### src/rtl/mem_access_pkg.sv
// rtl/mem_access_pkg.sv - shared encodings and helpers for the memory access unit
package mem_access_pkg;

    localparam logic [1:0] MMU_WIDTH_BYTE = 2'd0;
    localparam logic [1:0] MMU_WIDTH_HALF = 2'd1;
    localparam logic [1:0] MMU_WIDTH_WORD = 2'd2;
    localparam logic [1:0] MMU_WIDTH_RSVD = 2'd3;

    localparam logic [2:0] ST_IDLE = 3'd0;
    localparam logic [2:0] ST_ACC1 = 3'd1;
    localparam logic [2:0] ST_ACC2 = 3'd2;
    localparam logic [2:0] ST_WAIT = 3'd3;
    localparam logic [2:0] ST_RESP = 3'd4;

    function automatic logic [2:0] width_bytes(input logic [1:0] width);
        case (width)
            MMU_WIDTH_BYTE: width_bytes = 3'd1;
            MMU_WIDTH_HALF: width_bytes = 3'd2;
            MMU_WIDTH_WORD: width_bytes = 3'd4;
            default:        width_bytes = 3'd0;
        endcase
    endfunction

endpackage

### src/rtl/mem_lane_align.sv
// rtl/mem_lane_align.sv - byte-lane steering for stores and load reassembly/extension
module mem_lane_align
    import mem_access_pkg::*;
(
    input  logic [1:0]  wr_off,
    input  logic [1:0]  wr_width,
    input  logic [31:0] wr_data,
    output logic [3:0]  be0,
    output logic [3:0]  be1,
    output logic [31:0] wdata0,
    output logic [31:0] wdata1,
    input  logic [1:0]  rd_off,
    input  logic [1:0]  rd_width,
    input  logic        rd_signed,
    input  logic [31:0] word0,
    input  logic [31:0] word1,
    output logic [31:0] rdata
);

    logic [3:0]  lane_mask;
    logic [7:0]  be_wide;
    logic [63:0] wdata_wide;
    logic [63:0] rdata_wide;
    logic [31:0] raw;

    // Treat the two words as one 64-bit window so split accesses fall out of a shift.
    always_comb begin
        case (wr_width)
            MMU_WIDTH_BYTE: lane_mask = 4'b0001;
            MMU_WIDTH_HALF: lane_mask = 4'b0011;
            default:        lane_mask = 4'b1111;
        endcase
        be_wide    = {4'b0000, lane_mask} << wr_off;
        wdata_wide = {32'd0, wr_data} << {wr_off, 3'b000};
        rdata_wide = {word1, word0} >> {rd_off, 3'b000};
        raw        = rdata_wide[31:0];
        case (rd_width)
            MMU_WIDTH_BYTE: rdata = {{24{rd_signed & raw[7]}}, raw[7:0]};
            MMU_WIDTH_HALF: rdata = {{16{rd_signed & raw[15]}}, raw[15:0]};
            default:        rdata = raw;
        endcase
    end

    assign be0    = be_wide[3:0];
    assign be1    = be_wide[7:4];
    assign wdata0 = wdata_wide[31:0];
    assign wdata1 = wdata_wide[63:32];

endmodule

### src/rtl/mem_access_unit.sv
// rtl/mem_access_unit.sv - byte/half/word load-store unit onto one word-wide memory port
module mem_access_unit
    import mem_access_pkg::*;
#(
    parameter int          MEM_ADDR_W  = 8,
    parameter logic [31:0] MAP_BASE    = 32'h0100_0000,
    parameter bit          MISALIGN_EN = 1'b1,
    parameter bit          READ_ONLY   = 1'b0
)(
    input  logic                  clk,
    input  logic                  reset_n,
    input  logic                  req_valid,
    output logic                  req_ready,
    input  logic                  req_write,
    input  logic                  req_signed,
    input  logic [1:0]            req_width,
    input  logic [31:0]           req_addr,
    input  logic [31:0]           req_wdata,
    output logic                  resp_valid,
    output logic [31:0]           resp_rdata,
    output logic                  resp_fault,
    output logic                  mem_en,
    output logic                  mem_we,
    output logic [3:0]            mem_be,
    output logic [MEM_ADDR_W-1:0] mem_addr,
    output logic [31:0]           mem_wdata,
    input  logic [31:0]           mem_rdata
);

    localparam logic [33:0] WINDOW_BYTES = 34'd4 << MEM_ADDR_W;

    logic [2:0]  state;
    logic        cap_write, cap_signed, cap_split;
    logic [1:0]  cap_width, cap_off;
    logic [3:0]  cap_be1;
    logic [31:0] cap_wdata1, word0;

    logic [31:0] rel_addr;
    logic [2:0]  nbytes;
    logic        split, unaligned, in_window, fault;
    logic [3:0]  be0, be1;
    logic [31:0] wdata0, wdata1, merged, rd_word0;

    // With splitting disabled any non-naturally-aligned access is rejected, which also covers every word-crossing one.
    always_comb begin
        rel_addr  = req_addr - MAP_BASE;
        nbytes    = width_bytes(req_width);
        split     = ({1'b0, req_addr[1:0]} + nbytes) > 3'd4;
        unaligned = ((req_width == MMU_WIDTH_HALF) && req_addr[0]) ||
                    ((req_width == MMU_WIDTH_WORD) && (req_addr[1:0] != 2'b00));
        in_window = (req_addr >= MAP_BASE) &&
                    (({2'b00, rel_addr} + {31'd0, nbytes}) <= WINDOW_BYTES);
        fault     = (req_width == MMU_WIDTH_RSVD) || !in_window ||
                    (!MISALIGN_EN && unaligned) || (req_write && READ_ONLY);
    end

    assign rd_word0 = cap_split ? word0 : mem_rdata;

    mem_lane_align u_align (
        .wr_off    (req_addr[1:0]),
        .wr_width  (req_width),
        .wr_data   (req_wdata),
        .be0       (be0),
        .be1       (be1),
        .wdata0    (wdata0),
        .wdata1    (wdata1),
        .rd_off    (cap_off),
        .rd_width  (cap_width),
        .rd_signed (cap_signed),
        .word0     (rd_word0),
        .word1     (mem_rdata),
        .rdata     (merged)
    );

    always_ff @(posedge clk or negedge reset_n) begin
        if (!reset_n) begin
            state      <= ST_IDLE;
            req_ready  <= 1'b1;
            resp_valid <= 1'b0;
            resp_rdata <= 32'd0;
            resp_fault <= 1'b0;
            mem_en     <= 1'b0;
            mem_we     <= 1'b0;
            mem_be     <= 4'd0;
            mem_addr   <= '0;
            mem_wdata  <= 32'd0;
            cap_write  <= 1'b0;
            cap_signed <= 1'b0;
            cap_split  <= 1'b0;
            cap_width  <= 2'd0;
            cap_off    <= 2'd0;
            cap_be1    <= 4'd0;
            cap_wdata1 <= 32'd0;
            word0      <= 32'd0;
        end else begin
            mem_en <= 1'b0;
            mem_we <= 1'b0;
            mem_be <= 4'd0;
            case (state)
                ST_IDLE: begin
                    if (req_valid) begin
                        req_ready <= 1'b0;
                        if (fault) begin
                            state      <= ST_RESP;
                            resp_valid <= 1'b1;
                            resp_fault <= 1'b1;
                        end else begin
                            state      <= ST_ACC1;
                            mem_en     <= 1'b1;
                            mem_we     <= req_write;
                            mem_be     <= req_write ? be0 : 4'd0;
                            mem_addr   <= rel_addr[MEM_ADDR_W+1:2];
                            mem_wdata  <= req_write ? wdata0 : 32'd0;
                            cap_write  <= req_write;
                            cap_signed <= req_signed;
                            cap_width  <= req_width;
                            cap_off    <= req_addr[1:0];
                            cap_split  <= split;
                            cap_be1    <= be1;
                            cap_wdata1 <= wdata1;
                        end
                    end
                end
                ST_ACC1: begin
                    if (cap_split) begin
                        state     <= ST_ACC2;
                        mem_en    <= 1'b1;
                        mem_we    <= cap_write;
                        mem_be    <= cap_write ? cap_be1 : 4'd0;
                        mem_addr  <= mem_addr + MEM_ADDR_W'(1);
                        mem_wdata <= cap_write ? cap_wdata1 : 32'd0;
                    end else if (cap_write) begin
                        state      <= ST_RESP;
                        resp_valid <= 1'b1;
                    end else begin
                        state <= ST_WAIT;
                    end
                end
                ST_ACC2: begin
                    if (cap_write) begin
                        state      <= ST_RESP;
                        resp_valid <= 1'b1;
                    end else begin
                        word0 <= mem_rdata;
                        state <= ST_WAIT;
                    end
                end
                ST_WAIT: begin
                    resp_rdata <= merged;
                    resp_valid <= 1'b1;
                    state      <= ST_RESP;
                end
                ST_RESP: begin
                    resp_valid <= 1'b0;
                    resp_fault <= 1'b0;
                    resp_rdata <= 32'd0;
                    req_ready  <= 1'b1;
                    state      <= ST_IDLE;
                end
                default: begin
                    req_ready <= 1'b1;
                    state     <= ST_IDLE;
                end
            endcase
        end
    end

endmodule

### config.mk
export PLATFORM = sky130hd
export DESIGN_NAME = mem_access_unit
export DESIGN_NICKNAME = d
export VERILOG_FILES = /design/src/rtl/mem_access_pkg.sv /design/src/rtl/mem_lane_align.sv /design/src/rtl/mem_access_unit.sv
export SDC_FILE = /design/constraint.sdc
export NUM_CORES = 1
export LEC_CHECK = 0
export BUFFER_PORTS_ARGS = -buffer_cell sky130_fd_sc_hd__buf_2
export CAP_MARGIN = 20
export CORE_MARGIN = 8
export CORE_UTILIZATION = 40
export CTS_BUF_LIST = sky130_fd_sc_hd__clkbuf_8
export DETAILED_ROUTE_END_ITERATION = 7
export GPL_TIMING_DRIVEN = 0
export PLACE_DENSITY_LB_ADDON = 0.08
export SYNTH_ARGS = -nofsm -noshare
export SYNTH_HDL_FRONTEND = slang
export SYNTH_SLANG_ARGS = --single-unit
### constraint.sdc
create_clock -name clk -period 3.22 [get_ports clk]
set_clock_uncertainty 0.2 [all_clocks]
set_input_delay 0.483 -clock clk [delete_from_list [all_inputs] [get_ports clk]]
set_output_delay 0.483 -clock clk [all_outputs]
set_load 0.03 [all_outputs]
Word level (Yosys, flattened, before mapping)
Cells that the tools add are included.
{"block": "classes", "add_sub_neg": 4, "multipliers": 0, "div": 0, "order_cmp": 3, "eq_ne": 13, "n_shift": 3, "n_mux": 42, "bitwise": 5, "n_reduce_logical": 17}
{"cell": "2-to-1 mux 32 bit", "n": 6}
{"cell": "one-hot mux 32 bit (2 select lines)", "n": 3}
{"cell": "<< shifter 32 x 5 -> 64 bit", "n": 1}
{"cell": ">> shifter 64 x 5 -> 32 bit", "n": 1}
{"cell": "adder 32 x 3 -> 33 bit", "n": 1}
{"cell": "less-or-equal comparator 33 x 11 -> 1 bit, second input constant", "n": 1}
{"cell": ">= comparator 32 x 25 -> 1 bit, second input constant", "n": 1}
{"cell": "subtractor 32 x 25 -> 32 bit, second input constant", "n": 1}
{"cell": "2-to-1 mux 8 bit", "n": 3}
{"cell": "2-to-1 mux 4 bit", "n": 5}
{"cell": "one-hot mux 4 bit (2 select lines)", "n": 2}
{"cell": "one-hot mux 8 bit (2 select lines)", "n": 1}
{"cell": "2-to-1 mux 3 bit", "n": 4}
{"cell": "one-hot mux 3 bit (4 select lines)", "n": 1}
{"cell": "2-to-1 mux 1 bit", "n": 11}
{"cell": "inequality test 2 bit, second input constant", "n": 5}
{"cell": "one-hot mux 3 bit (3 select lines)", "n": 1}
{"cell": "adder 8 x 1 -> 8 bit, second input constant", "n": 1}
{"cell": "one-hot mux 1 bit (2 select lines)", "n": 4}
{"cell": "AND reduction 4 bit", "n": 2}
{"cell": "<< shifter 4 x 2 -> 8 bit", "n": 1}
{"cell": "== test 3 x 2 -> 1 bit, second input constant", "n": 2}
{"cell": "AND reduction 3 bit", "n": 2}
{"cell": "nonzero test 2 bit", "n": 3}
{"cell": "17 further kinds", "n": 24}
{"block": "word_totals", "regBits": 159, "latchBits": 0, "ram_bits": 0, "rom_bits": 0, "out_inout_bits": 81, "mem_count": 0}

Longest topological paths before layout
Gate-level depths: netlist of the first run.
{"block": "logic_depth", "ltp_word": 10, "ltp_mapped": 16}

By module
Synthesis of the first run repeated with hierarchy kept, for this count alone.
{"block": "hier_totals", "cells_unflattened": 970, "area_unflattened_um2": 10258.6}
{"mod": "mem_access_unit", "n_inst": 1, "cells_each": 737, "area_per_inst_um2": 8333.0}
{"mod": "mem_lane_align", "n_inst": 1, "cells_each": 233, "area_per_inst_um2": 1925.6}

Worst setup path after synthesis of the first run
No wires, ideal clock.
{"block": "synth_timing", "path_type": "input-to-reg", "startpoint": "input req_width[1]", "endpoint": "register mem_wdata[10]", "setup_ns": 0.125, "arrival_time_ns": 3.648, "required_time_ns": 2.895, "slack_ns": -0.753, "cell_stages": 16, "path_cell_list": "clkbuf_1 > nor2_1 > ha_1 > fa_1 > a21oi_1 > nor2_1 > or3_1 > a221oi_1 > a21oi_1 > a311oi_2 > nand3b_4 > and2_4 > buf_6 > inv_8 > buf_12 > mux2_4"}
{"block": "synth_via", "elab_chain_len": 9, "elab_cells_between_ends": 12, "cone_classes": "add/sub (1); order compare (1); eq/ne (4); mux (1); reduce/logical (5)"}
{"element": "from (decl)", "line_no": "mem_access_unit.sv:16", "rtl": "input logic [1:0] req_width,"}
{"element": "== test 2 bit, or another cell as far along", "line_no": "mem_access_pkg.sv:16", "rtl": "case (width)"}
{"element": "one-hot mux 3 bit (3 select lines)", "line_no": "mem_access_pkg.sv:16"}
{"element": "adder 32 x 3 -> 33 bit", "line_no": "mem_access_unit.sv:52", "rtl": "(({2'b00, rel_addr} + {31'd0, nbytes}) <= WINDOW_BYTES);"}
{"element": "less-or-equal comparator 33 x 11 -> 1 bit", "line_no": "mem_access_unit.sv:52"}
{"element": "logical AND 1 bit", "line_no": "mem_access_unit.sv:51", "rtl": "in_window = (req_addr >= MAP_BASE) &&"}
{"element": "logical NOT 1 bit", "line_no": "mem_access_unit.sv:53", "rtl": "fault = (req_width == MMU_WIDTH_RSVD) || !in_window ||"}
{"element": "logical OR 1 bit *", "line_no": "mem_access_unit.sv:53"}
{"element": "inequality test 2 bit (no line) *"}
{"element": "AND reduction 4 bit (no line) *"}
{"element": "to (signal assigned)", "line_no": "mem_access_unit.sv:113", "rtl": "mem_wdata <= req_write ? wdata0 : 32'd0;"}
{"element": "to (signal assigned)", "line_no": "mem_access_unit.sv:131", "rtl": "mem_wdata <= cap_write ? cap_wdata1 : 32'd0;"}
{"element": "to (decl)", "line_no": "mem_access_unit.sv:26", "rtl": "output logic [31:0] mem_wdata,"}
Mark *: on every way between the ends. The rest lies on a longest branch, timed or not.
A chain may end at the register's enable or synchronous reset.

Worst setup path after layout of the first run
{"block": "layout_timing", "startpoint": "input req_width[1]", "endpoint": "register mem_wdata[11]"}
The elaborated chain is that of the path after synthesis.

==> results.cfg, run 1 <==
[placement]
dpl_cell_area_um2 = 10800
io_buffers = 179
hpwl_um = 23300
gp_congestion = 0.895
dpl.cell_count = 1482
place_ws_ps = -1180

[global_routing]
antenna_found_initial = 0
grt_pass1_vias = 8512
overflow = 0
grt_start_max_net_pins = 85
grt_use_total = 0.218
grt_pass1_wl_um = 48800

[setup_path]
cp.required_ps = 3370
startpoint_type = primary input
setup.worst_path.end = mem_wdata[11]
critical_path.max_fanout = 6
rr_worst_depth = 8
worstSetupStartpoint = req_width[1]
arrival_ps = 3550
crit_type = primary input to flip-flop
reg2reg_from = cap_off[0]
worst_path_most_repeated_cell = clkbuf_16
cpMaxStageDelayCell = fa_2
r2r_end = resp_rdata[22]
crit_path_cell_trace = clkbuf_16 -> nor2_4 -> ha_4 -> fa_2 -> buf_6 -> a21oi_4 -> nor2_2 -> or3_1 -> a221oi_2 -> a21oi_2 -> a311oi_2 -> nand3b_4 -> and2_4 -> clkinv_8 -> clkbuf_16 -> mux2_4
slowest_delay_ps = 400
crit_path_end_kind = flip-flop
worst-path-buf-inv = 4
cp_top_family = compound AO/OA/AOI/OAI gates
cp.depth = 16
worst-r2r-setup-slack_ps = 260

[floorplan]
io_pins = 184
start_util = 0.404
die_h_um = 169
num_rows = 56
design.core.area_um2 = 23200
die_w_um = 169
die_area_um2 = 28500

[power_and_ir_drop]
pwr-share-comb = 0.145
p_switching_mw = 1.18
power_density_nw_per_um2 = 332
ir_worst_vdd_uv = 223
p_int_mw = 2.76
pwr-share-clk = 0.371
seqPwrFrac = 0.484
swShare = 0.299
power.leakage_nw = 5.28

[synth]
synth_fa_ha_area_frac = 0.0128
synthMuxAreaShare = 0.203
synth_cell_type_count = 78
syn_area_um2 = 9360
synth-main-ff-cell = dfrtp_1
yosysWarningCount = 0
synth-seq-area-share = 0.401
ys_ff_latch = 150
synth_compound_area_frac = 0.164
async_reset_ff_frac = 1.00
synth_nets = 1094
syn_inst = 982
synth-xor-area-share = 0.0103
synth.avg_cell_area_um2 = 9.53
synth_top_family_by_area = multiplexers
yosys.area_share.simple = 0.167
synth_edf_count = 0

[drt]
drt_first_pass_iters = 5
wl_met3_um = 1790
antenna_left = 0
met1Wirelength_um = 14900
route.detailed.drc = 0
wire_per_inst_um = 20.3
via_per_inst = 5.52
highest_layer = met4
drt_iter0_markers = 682
route.vias.total = 8477
drt_wl_total_um = 31200
wl_met2_um = 14000

[status]
violations = negative setup slack
outcome = finished with violations

[clock_network]
cts.clk_slew.worst_paths_ps = 90
insertion_delay_ps = 460
cts_buffers = 17
cts.path.max_buffers = 2
cts_sinks = 150
cts-root-buf = clkbuf_8
cts_tree = done
ctsHtreeMaxLevel = 4

[sta]
hold_violations = 0
setup_slack_ps = -179
period_needed_ps = 3400
final_max_slew_viol_count = 0
timing.final.crit_share = 1.06
finalSetupViolCount = 68
relSlewSlack = 0.365
fmax_mhz = 294
worst_pin_slew_ps = 950
rsz0062_at_grt = yes

[min_path]
hold_class = primary input to flip-flop
min_from = req_signed

[flow_run]
maxCapViolations = 0

[cells_and_area]
final_cells = 1537
fin_area_um2 = 11800
fill_cells = 2249
diodes = 0
drive_above_1_share = 0.339
syn_to_final_growth_pct = 26.5
finalNetCount = 1317
==> sequential cells by signal (all words and copies together), names as in the netlist, 2 cells and up <==
name / count
cap_wdata1: 24
resp_rdata: 32
mem_be: 4
cap_width: 2
mem_addr: 8
state: 3
cap_be1: 3
mem_wdata: 32
cap_off: 2
word0: 32
==> timing repair <==
item	in CTS	in global routing
gates resized for setup	76	49
setup buffers	18	7
hold buffers	1	0
hold endpoints to repair	66	0
endpoints found under the setup margin	91	121
pin swaps	22	21
cloned	2	2
==> metal layers <==
layer | vias to the layer above | GRT usage
li1 | 4053 | -
met1 | 4102 | 0.306
met2 | 282 | 0.336
met3 | 40 | 0.0412
met4 | 0 | 0.0621
met5 | - | 0
==> cells in the final DEF (no fill, tap or decap), types with 5 or more instances in the layout <==
| master | instances |
|---|---|
| a21oi_1 | 48 |
| and2_1 | 6 |
| clkbuf_1 | 38 |
| o21ai_1 | 11 |
| ha_1 | 6 |
| nand2b_1 | 11 |
| nor3_1 | 8 |
| a221oi_2 | 7 |
| mux2_4 | 24 |
| mux2_2 | 61 |
| a31oi_1 | 9 |
| nand2_1 | 126 |
| a22o_1 | 25 |
| clkbuf_2 | 5 |
| buf_2 | 181 |
| a211oi_1 | 10 |
| and3_1 | 8 |
| o22a_1 | 5 |
| nor2_1 | 58 |
| inv_1 | 14 |
| o21ai_2 | 9 |
| buf_1 | 6 |
| xnor2_1 | 9 |
| and4_1 | 5 |
| nor4_1 | 6 |
| clkbuf_8 | 18 |
| nand3_1 | 45 |
| mux4_2 | 8 |
| mux2i_1 | 69 |
| clkbuf_16 | 7 |
| nand4_1 | 6 |
| o21ai_0 | 74 |
| buf_4 | 16 |
| dfrtp_1 | 149 |
| buf_6 | 12 |
| inv_6 | 5 |
==> power groups by stage <==
stage | combinational, mW | clock (mW) | sequential, mW
2_1_floorplan | 0.255 | 0 | 1.96
3_3_place_gp | 0.524 | 0 | 1.94
3_5_place_dp | 0.530 | 0 | 1.94
4_1_cts | 0.554 | 1.50 | 1.91
5_1_grt | 0.626 | 1.57 | 1.91
6_report | 0.572 | 1.46 | 1.91
==> kinds of logic (layout without fill, tap and decap cells) <==
logic type               Yosys count  count (layout)
AO/OA/AOI/OAI                    242             242
adder cells (fa/ha/maj)            9               9
flip-flops                       150             150
buffers and inverters             87             323
XOR/XNOR                          11              11
AND/OR/NAND/NOR                  321             321
multiplexers                     162             162
==> through the flow <==
stage                     power (mW)   util  hold WS [ps]  TNS, ps
after floorplan                 2.22      -         -12.6   -22270
after CTS                       3.96  0.503          45.7   -13350
after global routing            4.11  0.511          56.6   -13890
after detailed placement        2.47  0.465           266   -80160
after global placement          2.47  0.463           259  -218010
final                           3.94  0.511          65.2    -5850
==> final cells by class <==
cell class | count | area [um2] | share of cell area
buffer | 67 | 444 | 0.0375
sequential | 150 | 3750 | 0.317
tap | 319 | 399 | 0.0337
clock buffer | 18 | 248 | 0.0209
clock inverter | 14 | 139 | 0.0117
multi-input combinational | 745 | 5510 | 0.465
timing repair buffer | 208 | 1270 | 0.107
inverter | 16 | 75.1 | 0.00634
==> synthesized netlist by cell type (10+ instances only) <==
| library cell | instances | area, um2 |
|---|---|---|
| nand2_1 | 127 | 477 |
| nand3_1 | 45 | 225 |
| inv_1 | 15 | 56.3 |
| mux2_2 | 67 | 754 |
| nand2b_1 | 11 | 68.8 |
| mux2_4 | 18 | 270 |
| mux2i_1 | 69 | 691 |
| a21oi_1 | 52 | 260 |
| o21ai_0 | 90 | 450 |
| a211oi_1 | 10 | 75.1 |
| a22o_1 | 25 | 219 |
| clkbuf_1 | 51 | 191 |
| dfrtp_1 | 149 | 3730 |
| nor2_1 | 60 | 225 |
| a221oi_1 | 10 | 87.6 |
==> worst min path at each step <==
stage | to | slack, ps | cells after the start
final | cap_signed | 70 | 2
after global routing | cap_signed | 60 | 2
after CTS | cap_signed | 50 | 2
after detailed placement | resp_rdata[18] | 270 | 1
after global placement | resp_rdata[8] | 260 | 2
after floorplan | cap_be1[0] | -10 | 0
Power figures use the tool's default switching activity.
==> run 2: changes to the inputs <==
Settings changed: CORE_UTILIZATION 40 to 45, PLACE_DENSITY from default to 0.73, PLACE_DENSITY_LB_ADDON 0.08 to default.
==> results.cfg, run 2 (same netlist as run 1, synthesis figures left out) <==
[flow_run]
maxCapViolations = 0

[global_routing]
grt_busiest_layer = met2
grt_pass1_wl_um = 47400
grt_util_met3 = 0.0710
use_met1 = 0.297
overflow = 0
grt_pass1_vias = 8617
antenna_found_initial = 7
grt_start_max_net_pins = 88
grt_use_total = 0.230
met2_usage = 0.352

[cells_and_area]
fin_util = 0.580
drive_above_1_share = 0.331
final_cell_mix = buf_2, dfrtp_1, nand2_1
final_cells = 1488
finalNetCount = 1317
final_common_cell = buf_2
multiInputGateArea_um2 = 5490
top_regs = mem_wdata x32, resp_rdata x32, word0 x32
fin_area_um2 = 11800
fill_cells = 1799
syn_to_final_growth_pct = 25.8
seqCellArea_um2 = 3750

[drt]
drt_iter0_markers = 656
route.detailed.drc = 0
via_per_inst = 5.79
wire_per_inst_um = 20.3
drt_wl_total_um = 30200
route.vias.total = 8622
drt_first_pass_iters = 5
antenna_left = 0

[clock_network]
cts-root-buf = clkbuf_8
ctsHtreeMaxLevel = 4
cts_buffers = 17
cts_sinks = 150
insertion_delay_ps = 460
cts.path.max_buffers = 2
cts.clk_slew.worst_paths_ps = 90
cts_tree = done

[setup_path]
startpoint_type = primary input
cpMaxStageDelayCell = or3_1
rr_worst_depth = 5
worst-path-buf-inv = 5
slowest_delay_ps = 380
crit_path_cell_trace = buf_2 -> ha_4 -> fa_2 -> buf_6 -> a21oi_4 -> nor2_2 -> or3_1 -> a221oi_2 -> a21oi_2 -> a311oi_2 -> buf_4 -> nand3b_4 -> and2_4 -> clkinv_8 -> clkbuf_16 -> mux2_4
critical_path.max_fanout = 5
reg2reg_from = state[2]
cp_top_family = compound AO/OA/AOI/OAI gates
crit_path_end_kind = flip-flop
arrival_ps = 3420
crit_type = primary input to flip-flop
cp.required_ps = 3370
worst-r2r-setup-slack_ps = 220
r2r_end = word0[6]

[status]
violations = negative setup slack
outcome = finished with violations

[sta]
timing.final.crit_share = 1.02
fmax_mhz = 305
relSlewSlack = 0.406
setup_slack_ps = -54.4
worst_pin_slew_ps = 889
rsz0062_at_grt = yes
finalSetupViolCount = 29
final_max_slew_viol_count = 0
period_needed_ps = 3270
fin_tns_setup_ps = -861
hold_violations = 0

[min_path]
hold_class = primary input to flip-flop
min_path_cells = 2
min_from = mem_rdata[18]
hold_path_end = word0[18]

[placement]
hpwl_um = 22500
dpl_cell_area_um2 = 10700
gp_congestion = 0.957
dpl.cell_count = 1433
place_ws_ps = -1060
io_buffers = 179

[floorplan]
start_util = 0.461
design.core.area_um2 = 20300
die_h_um = 160
die_w_um = 160
die_area_um2 = 25700
io_pins = 184
num_rows = 52

[power_and_ir_drop]
ir_worst_vdd_uv = 213
power.leakage_nw = 5.29
power_density_nw_per_um2 = 340
## run 2: cell types whose count changed in the layout (fill, tap and decap cells not counted), sizes merged
cell,change
clkdlybuf4s18,+1
diode,+2
bufinv,+2
buf,-1
inv,-5
clkbuf,+2
clkinv,-1
## run 2: how the worst max path moves through the flow
stage          depth (start not counted)  slack (ps)          from            end
5_1_grt                               16        -160  req_addr[24]   mem_wdata[1]
2_1_floorplan                         16        -500  req_width[1]  mem_wdata[10]
3_3_place_gp                          15       -1000  req_width[0]  mem_wdata[29]
6_report                              16         -50   req_addr[0]  mem_wdata[29]
4_1_cts                               16        -150  req_width[1]   mem_wdata[6]
3_5_place_dp                          15       -1060  req_width[0]  mem_wdata[26]
## run 2: area by class of cell
cell class / instances / share of cell area
tap: 270 / 0.0287
clock inverter: 10 / 0.0112
antenna: 2 / 0.000425
timing repair buffer: 208 / 0.107
sequential: 150 / 0.319
buffer: 67 / 0.0379
inverter: 16 / 0.00616
multi-input combinational: 745 / 0.466
clock buffer: 20 / 0.0234
## run 2: what timing repair did
action                     in CTS  in global routing
buffers inserted               16                  6
gates resized for setup        64                 52
setup endpoints to repair      83                 86
hold buffers                    1                  0
cloned                          1                  4
hold endpoints to repair       63                  0
pin swaps                      12                 16
## run 2: layer usage
metal / wire length [um] / up-vias
met5: 57 / -
met4: 844 / 10
li1: - / 4043
met3: 2500 / 61
met1: 13000 / 4142
met2: 13800 / 366
## run 2: where the power goes
part | switching, mW | internal, mW | leakage [nW]
combinational | 0.355 | 0.216 | 3.10
sequential | 0.0107 | 1.90 | 1.98
clock | 0.711 | 0.812 | 0.209
## run 2: stage by stage
stage	total power, mW	hold WS (ps)
finish	4.00	82.6
global route	4.14	69.4
CTS	3.99	60.4
detailed placement	2.46	265
global placement	2.45	260
floorplan	2.22	-12.6
==> run 3: changes to the inputs <==
Settings changed: CORE_MARGIN 8 to default, CTS_BUF_LIST sky130_fd_sc_hd__clkbuf_8 to default.
==> results.cfg, run 3 (same netlist as run 1, synthesis figures left out) <==
[drt]
antenna_left = 0
route.detailed.drc = 0
wire_per_inst_um = 20.8
drt_iter0_markers = 977
drt_wl_total_um = 31200
route.vias.total = 9096
drt_first_pass_iters = 7
via_per_inst = 6.07

[setup_path]
worstSetupStartpoint = req_width[1]
worst_path_most_repeated_cell = buf_12
setup.worst_path.end = mem_wdata[29]
crit_path_cell_trace = clkbuf_16 -> nor2_4 -> ha_4 -> fa_2 -> buf_6 -> a21oi_4 -> nor2_2 -> or3_1 -> a221oi_2 -> a21oi_2 -> a311oi_2 -> buf_4 -> nand3b_4 -> and2_4 -> inv_8 -> buf_12 -> buf_12 -> mux2_4
rr_worst_depth = 8
cpMaxStageDelayCell = fa_2
cp.required_ps = 3340
critical_path.max_fanout = 5
worst-path-buf-inv = 6
crit_type = primary input to flip-flop
cp_top_family = compound AO/OA/AOI/OAI gates
cp.depth = 18
r2r_end = resp_rdata[22]
startpoint_type = primary input
arrival_ps = 3560
crit_path_end_kind = flip-flop
slowest_delay_ps = 410
reg2reg_from = cap_off[0]
worst-r2r-setup-slack_ps = 240

[global_routing]
overflow = 0
grt_pass1_vias = 8522
grt_start_max_net_pins = 82
antenna_found_initial = 4
grt_use_total = 0.277
grt_pass1_wl_um = 46500

[placement]
hpwl_um = 20900
io_buffers = 179
gp_congestion = 0.946

[clock_network]
cts_buffers = 17
cts_tree = done
insertion_delay_ps = 430
ctsHtreeMaxLevel = 4
cts.path.max_buffers = 2
cts_sinks = 150
cts.clk_slew.worst_paths_ps = 60
cts-root-buf = clkbuf_16

[sta]
timing.final.crit_share = 1.07
final_max_slew_viol_count = 0
relSlewSlack = 0.259
fmax_mhz = 290
hold_violations = 0
rsz0062_at_grt = yes
holdWs_ps = 117
period_needed_ps = 3450
setup_slack_ps = -227
finalSetupViolCount = 75
worst_pin_slew_ps = 1110

[cells_and_area]
final_cell_mix = buf_2, dfrtp_1, nand2_1
syn_to_final_growth_pct = 31.8
top_regs = mem_wdata x32, resp_rdata x32, word0 x32
fill_cells = 1643
final_common_cell = buf_2
drive_above_1_share = 0.371
finalNetCount = 1324

[power_and_ir_drop]
ir_worst_vdd_uv = 295
power.leakage_nw = 5.48
power_density_nw_per_um2 = 369
power.total_mw = 4.55

[status]
violations = negative setup slack
outcome = finished with violations

[floorplan]
start_util = 0.461
design.core.area_um2 = 20300
io_pins = 184
die_h_um = 146
die_area_um2 = 21400
num_rows = 52
die_w_um = 146

[min_path]
hold_class = primary input to flip-flop

[flow_run]
maxCapViolations = 0
==> run 3: cell count changes in the layout (fill, tap and decap cells not counted), sizes merged <==
cell,delta
buf,+5
bufinv,-1
clkinv,-2
clkinvlp,+1
diode,+2
inv,+6
==> run 3: repair_timing <==
item / in CTS / in global routing
resized for setup: 77 / 110
cloned: 4 / 5
endpoints found under the hold margin: 80 / 0
buffers inserted: 17 / 7
pin swaps: 16 / 33
setup endpoints to repair: 84 / 86
hold buffers: 1 / 0
==> run 3: layer usage <==
metal | vias to the layer above | GRT usage | routed length (um)
met1 | 4359 | 0.377 | 12400
met4 | 2 | 0.114 | 1280
met5 | - | 0 | 13
met3 | 127 | 0.0575 | 3030
li1 | 4071 | - | -
met2 | 537 | 0.432 | 14400
==> run 3: worst min-delay path by stage <==
stage / depth (start not counted) / to / start
floorplan: 0 / cap_be1[0] / reset_n
global placement: 2 / resp_rdata[13] / resp_rdata[13]
detailed placement: 2 / resp_rdata[2] / resp_rdata[2]
CTS: 2 / word0[11] / mem_rdata[11]
global route: 2 / word0[20] / mem_rdata[20]
finish: 2 / cap_signed / req_signed
==> run 3: stage by stage <==
step / area (um2) / cells / util / worst slack (ps) / TNS [ps]
2_1_floorplan: 9440 / 982 / - / -496 / -22270
3_3_place_gp: 10700 / 1431 / 0.526 / -1010 / -178540
3_5_place_dp: 10700 / 1433 / 0.528 / -987 / -64770
4_1_cts: 11900 / 1485 / 0.587 / -198 / -8650
5_1_grt: 12300 / 1497 / 0.607 / -313 / -16190
6_report: 12300 / 1499 / 0.608 / -227 / -9300
==> run 3: area by class of cell <==
| cell class | count | area, um2 | area share |
|---|---|---|---|
| Clock inverter | 14 | 161 | 0.0131 |
| Inverter | 16 | 67.6 | 0.00548 |
| Timing Repair Buffer | 213 | 1340 | 0.108 |
| Sequential cell | 150 | 3750 | 0.304 |
| Tap cell | 270 | 338 | 0.0274 |
| Multi-Input combinational cell | 745 | 5730 | 0.464 |
| Buffer | 69 | 500 | 0.0406 |
| Clock buffer | 18 | 439 | 0.0356 |
| Antenna cell | 4 | 10.0 | 0.000812 |
==> run 3: report_power, final <==
group | switching [mW] | internal (mW) | total [mW] | leakage [nW]
Clock | 0.874 | 1.18 | 2.06 | 0.285
Sequential | 0.0110 | 1.90 | 1.91 | 1.98
Combinational | 0.370 | 0.214 | 0.584 | 3.21
Total | 1.26 | 3.29 | 4.55 | 5.48
==> run 3: worst register-to-register path, stage by stage (launching register included) <==
cell,delay [ps]
dfrtp_1,410
buf_1,410
clkbuf_1,510
clkbuf_2,470
mux2i_1,310
nand2_1,100
o21ai_0,170
nand2_1,90
a22o_1,200
